<file path="src/rtl/instr_fetch_unit.sv">
// Instruction fetch stage: holds the fetch PC, keeps at most one imem request in
// flight and buffers returned words with their PC in a small queue for decode.
module instr_fetch_unit #(
  parameter logic [31:0] RESET_PC = 32'h0000_0000,
  parameter int unsigned DEPTH    = 2
) (
  input  logic        clk,
  input  logic        reset_n,
  output logic        imem_req,
  output logic [31:0] imem_addr,
  input  logic        imem_gnt,
  input  logic        imem_rvalid,
  input  logic [31:0] imem_rdata,
  input  logic        PCSrc,
  input  logic [31:0] PCTarget,
  output logic        instr_valid,
  input  logic        instr_ready,
  output logic [31:0] Instr,
  output logic [31:0] PC,
  output logic [31:0] PCPlus4
);
  localparam int unsigned     PW      = $clog2(DEPTH);
  localparam logic [PW:0]     DEPTH_C = (PW+1)'(DEPTH);
  localparam logic [31:0]     NOP     = 32'h0000_0013;

  typedef enum logic [1:0] {
    IDLE  = 2'd0,
    REQ   = 2'd1,
    WAIT  = 2'd2,
    DRAIN = 2'd3
  } state_t;

  state_t        state_r, state_s;
  logic [31:0]   fetch_pc_r, fetch_pc_s, req_pc_r;
  logic [31:0]   q_instr_r [DEPTH];
  logic [31:0]   q_pc_r    [DEPTH];
  logic [PW-1:0] rd_ptr_r, wr_ptr_r, rd_ptr_s, wr_ptr_s;
  logic [PW:0]   count_r, count_s;
  logic          push_s, pop_s, slot_free_s, grant_s;
  logic          valid_s;
  logic [31:0]   instr_s, pc_s;

  assign imem_addr = fetch_pc_r;
  assign grant_s   = (state_r == REQ) && imem_gnt;
  assign pop_s     = instr_valid && instr_ready;
  // A redirect drops any response arriving in the same cycle.
  assign push_s    = (state_r == WAIT) && imem_rvalid && !PCSrc && ((count_r != DEPTH_C) || pop_s);

  // Queue pointer/count update; a redirect empties the queue outright.
  always_comb begin
    count_s  = count_r;
    rd_ptr_s = rd_ptr_r;
    wr_ptr_s = wr_ptr_r;
    if (PCSrc) begin
      count_s  = '0;
      rd_ptr_s = '0;
      wr_ptr_s = '0;
    end else begin
      if (push_s) begin
        wr_ptr_s = wr_ptr_r + PW'(1);
      end else begin
        wr_ptr_s = wr_ptr_r;
      end
      if (pop_s) begin
        rd_ptr_s = rd_ptr_r + PW'(1);
      end else begin
        rd_ptr_s = rd_ptr_r;
      end
      count_s = count_r + {{PW{1'b0}}, push_s} - {{PW{1'b0}}, pop_s};
    end
    slot_free_s = (count_s < DEPTH_C);
  end

  // Next fetch state and fetch PC.
  always_comb begin
    state_s = state_r;
    case (state_r)
      IDLE:    state_s = (slot_free_s || PCSrc) ? REQ : IDLE;
      REQ: begin
        if (imem_gnt) begin
          state_s = PCSrc ? DRAIN : WAIT;
        end else begin
          state_s = REQ;
        end
      end
      WAIT: begin
        if (imem_rvalid) begin
          state_s = slot_free_s ? REQ : IDLE;
        end else if (PCSrc) begin
          state_s = DRAIN;
        end else begin
          state_s = WAIT;
        end
      end
      DRAIN:   state_s = imem_rvalid ? REQ : DRAIN;
      default: state_s = IDLE;
    endcase
    if (PCSrc) begin
      fetch_pc_s = PCTarget & ~32'h0000_0003;
    end else if (grant_s) begin
      fetch_pc_s = fetch_pc_r + 32'd4;
    end else begin
      fetch_pc_s = fetch_pc_r;
    end
  end

  // Next head of queue; bypass the storage when the pushed word becomes the head.
  always_comb begin
    valid_s = (count_s != '0);
    if (count_s == '0) begin
      instr_s = NOP;
      pc_s    = 32'h0000_0000;
    end else if (push_s && (rd_ptr_s == wr_ptr_r)) begin
      instr_s = imem_rdata;
      pc_s    = req_pc_r;
    end else begin
      instr_s = q_instr_r[rd_ptr_s];
      pc_s    = q_pc_r[rd_ptr_s];
    end
  end

  // Queue storage, written only on push.
  always_ff @(posedge clk) begin
    if (push_s) begin
      q_instr_r[wr_ptr_r] <= imem_rdata;
      q_pc_r[wr_ptr_r]    <= req_pc_r;
    end
  end

  // State, pointers and registered outputs.
  always_ff @(posedge clk or negedge reset_n) begin
    if (!reset_n) begin
      state_r     <= IDLE;
      fetch_pc_r  <= RESET_PC;
      req_pc_r    <= RESET_PC;
      rd_ptr_r    <= '0;
      wr_ptr_r    <= '0;
      count_r     <= '0;
      imem_req    <= 1'b0;
      instr_valid <= 1'b0;
      Instr       <= NOP;
      PC          <= 32'h0000_0000;
      PCPlus4     <= 32'h0000_0004;
    end else begin
      state_r     <= state_s;
      fetch_pc_r  <= fetch_pc_s;
      req_pc_r    <= grant_s ? fetch_pc_r : req_pc_r;
      rd_ptr_r    <= rd_ptr_s;
      wr_ptr_r    <= wr_ptr_s;
      count_r     <= count_s;
      imem_req    <= (state_s == REQ);
      instr_valid <= valid_s;
      Instr       <= instr_s;
      PC          <= pc_s;
      PCPlus4     <= pc_s + 32'd4;
    end
  end
endmodule

</file>
<file path="config.mk">
export PLATFORM = sky130hd
export DESIGN_NAME = instr_fetch_unit
export DESIGN_NICKNAME = d
export VERILOG_FILES = /design/src/rtl/instr_fetch_unit.sv
export SDC_FILE = /design/constraint.sdc
export NUM_CORES = 1
export LEC_CHECK = 0
export CAP_MARGIN = 10
export CORE_UTILIZATION = 40
export CTS_CLUSTER_DIAMETER = 80
export DETAILED_ROUTE_END_ITERATION = 7
export DONT_BUFFER_PORTS = 1
export PLACE_DENSITY = 0.64
export SLEW_MARGIN = 0
export SYNTH_ARGS = -nofsm -noshare
export SYNTH_HDL_FRONTEND = slang
export SYNTH_SLANG_ARGS = --single-unit
</file>
<file path="constraint.sdc">
create_clock -name clk -period 9 [get_ports clk]
set_input_delay 0.9 -clock clk [delete_from_list [all_inputs] [get_ports clk]]
set_output_delay 0.9 -clock clk [all_outputs]
set_load 0.03 [all_outputs]
</file>
==> results.ini <==
[clock_tree]
cts-hold-fix-buffers=0
cts-buffers-inserted=30
cts_tree=yes
cts_max_level=1
cts.reportedPaths.clkPinSlew_ns=0.06
root_buffer=clkbuf_16
numClockSinks=284
cts_resized=0
post-cts-setup-buffer-count=0
clock_latency_ns=0.56
cts.path.max_buffers=3

[sta]
worstMarginPinSlew_ns=0.955
timing.hold.ws_ns=0.0482
rsz0062_at_grt=no
fin_crit_sh=0.615
hold_violations=0
slew_headroom=0.361
finalSetupViolCount=0
skew_ns=0.0172
fmax_mhz=181
tns_ns=0
min_period_ns=5.53
slew_violations=0

[synth]
synth.largest_area_cell=dfrtp_1
synthTopCellsByCount=nand2_1 (253), dfrtp_1 (156), edfxtp_1 (124)
synth.top_cell.area_share=0.342
yosysWarningCount=0
synth_edf_count=124
yosys-top-cells-area=dfrtp_1 (34%), edfxtp_1 (33%), nand2_1 (8.3%), a311oi_1 (2.6%), xor2_1 (2.3%)
syn_area_sq_um=11400
netlist_instances=945
ys.flop_type=dfrtp_1
avgSynthCellArea_sq_um=12.1
synth_seq_cells=284
synth-async-reset-ratio=0.563
yosysMostFrequentCell=nand2_1
synthDistinctLibCells=59
ys_seq_area_frac=0.677

[global_routing]
antenna_found_initial=0
grt_max_degree=161
grt_pass1_wl_um=39500
grt_pass1_vias=6742
gr-total-overflow=0
gr-usage-all-layers=0.175

[worst_setup_path]
crit_path_end_kind=register
endpoint=PCPlus4[30]
startpoint_type=register
crit_fanout=37
reg2regPathDepth=19
reg2reg_slack_ns=3.47
crit_arrival_ns=6.01
startpoint=instr_valid
worstPathRequired_ns=9.48
r2r_start=instr_valid
critPathKind=register to register
r2r_end=PCPlus4[30]

[pwr]
power_leakage_uw=0.00522
power_density_nw_per_um2=277
vdd_ir_drop_max_mv=0.138

[floorplan]
num_rows=61
dieArea_sq_um=29300
core-area_sq_um=27900
chipHeight_um=171
initial_core_util=0.409
die_w_um=171
io_pins=200

[placed_design]
gp_congestion=0.758
place_hpwl_um=15600
post_dp_cell_area_sq_um=11700
portBuffers=0

[route]
via_per_inst=5.23
ant_nets=0
drc=0
wl_per_cell_um=19.1
via_count=7001
firstDrtPassIters=5
initialDrtViolationCount=619
wl_um=25500

[layout]
nets=1011
final_area_sq_um=12700
drive_above_1_share=0.0875
final_util=0.456
antenna_cells=0
area_delta_synth_final_pct=11.5

[flow_run]
maxCapViolations=0

[status]
outcome=finished, final reports clean

[min_path]
hold_class=input pin to asynchronous set/reset pin

## worst min path at each step
stage / slack, ns / to / cells past startpoint / from
6_report: 0.05 / imem_addr[9] / 0 / reset_n
5_1_grt: 0.02 / instr_valid / 0 / reset_n
3_3_place_gp: 0.47 / q_pc_r[1][20] / 0 / req_pc_r[20]
3_5_place_dp: 0.48 / q_pc_r[1][20] / 0 / req_pc_r[20]
4_1_cts: 0.02 / instr_valid / 0 / reset_n
2_1_floorplan: 0.46 / q_pc_r[0][7] / 0 / req_pc_r[7]
## stage by stage
| step | cells | total power (uW) | setup slack, ns |
|---|---|---|---|
| finish | 1338 | 3530 | 3.47 |
| global route | 1338 | 3690 | 3.04 |
| CTS | 1338 | 3570 | 3.35 |
| detailed placement | 1283 | 2310 | 3.10 |
| global placement | 1283 | 2300 | 3.08 |
| floorplan | 950 | 2160 | 1.39 |
## power by group
part           total [uW]  internal [uW]  switching [uW]
registers            1880           1540             349
clock network        1240            749             494
logic                 402            130             272
total                3530           2410            1120
## cells in the final DEF, fill, tap and decap left out, types with 4 or more instances in the layout
cell type	count
inv_1	21
nor2_1	52
xnor2_1	28
clkbuf_1	8
dfrtp_1	156
and3_1	5
dfstp_2	4
clkbuf_16	34
o21ai_0	35
xor2_1	30
conb_1	6
nand4_1	17
ha_1	4
a31o_2	4
mux2i_1	9
nor3_1	9
a311oi_1	34
a21o_1	5
buf_4	9
o31ai_1	20
clkbuf_8	5
nand3_1	18
a31oi_1	7
nand2_1	253
edfxtp_1	124
## state kept, by name, indices dropped and copies added, names as in the netlist
register     count
wr_ptr_r         1
PCPlus4         30
PC              30
q_instr_r       64
state_r          2
imem_req         1
q_pc_r          60
count_r          2
rd_ptr_r         1
Instr           32
instr_valid      1
imem_addr       30
req_pc_r        30
## cell families after synthesis
kind of cell / after synthesis / share of synthesized area
AOI/OAI and AO/OA: 124 / 0.0794
muxes: 11 / 0.00985
and+or+nand+nor: 384 / 0.149
DFF: 284 / 0.677
xor gates and xnor gates: 60 / 0.0478
buffers and inverters: 77 / 0.0324
other: 1 / 0.000328
adders and majority gates: 4 / 0.00438
## critical path: stages, from the launching register on
cell	delay, ns
dfrtp_1	0.55
nand2_1	0.25
a21o_1	0.21
buf_4	0.23
ha_1	0.32
inv_1	0.04
ha_1	0.18
xnor3_1	0.37
nand2_1	0.10
nand2_2	0.50
inv_2	0.68
o31ai_1	0.16
a31oi_1	0.27
ha_1	0.20
inv_1	0.06
a211o_1	0.29
nor4_4	0.33
nand4_1	0.30
nor4_2	0.24
xor2_1	0.17
## layer usage
| layer | vias up | routed length [um] | part of all wire | global-route usage |
|---|---|---|---|---|
| li1 | 3262 | - | - | - |
| met5 | - | 0 | 0 | 0 |
| met1 | 3501 | 12100 | 0.47 | 0.265 |
| met4 | 0 | 446 | 0.017 | 0.0443 |
| met3 | 31 | 1510 | 0.059 | 0.0340 |
| met2 | 207 | 11500 | 0.45 | 0.255 |
## layout make-up
type / instances / area, sq um
fillers: 2576 / 15200
repair buffers: 9 / 67.6
well taps: 378 / 473
flip-flops and latches: 284 / 7730
inverters: 23 / 86.3
clock inverters: 8 / 67.6
clock buffers: 47 / 950
multi-input cells: 589 / 3370
(Power assumes the default switching activity.)
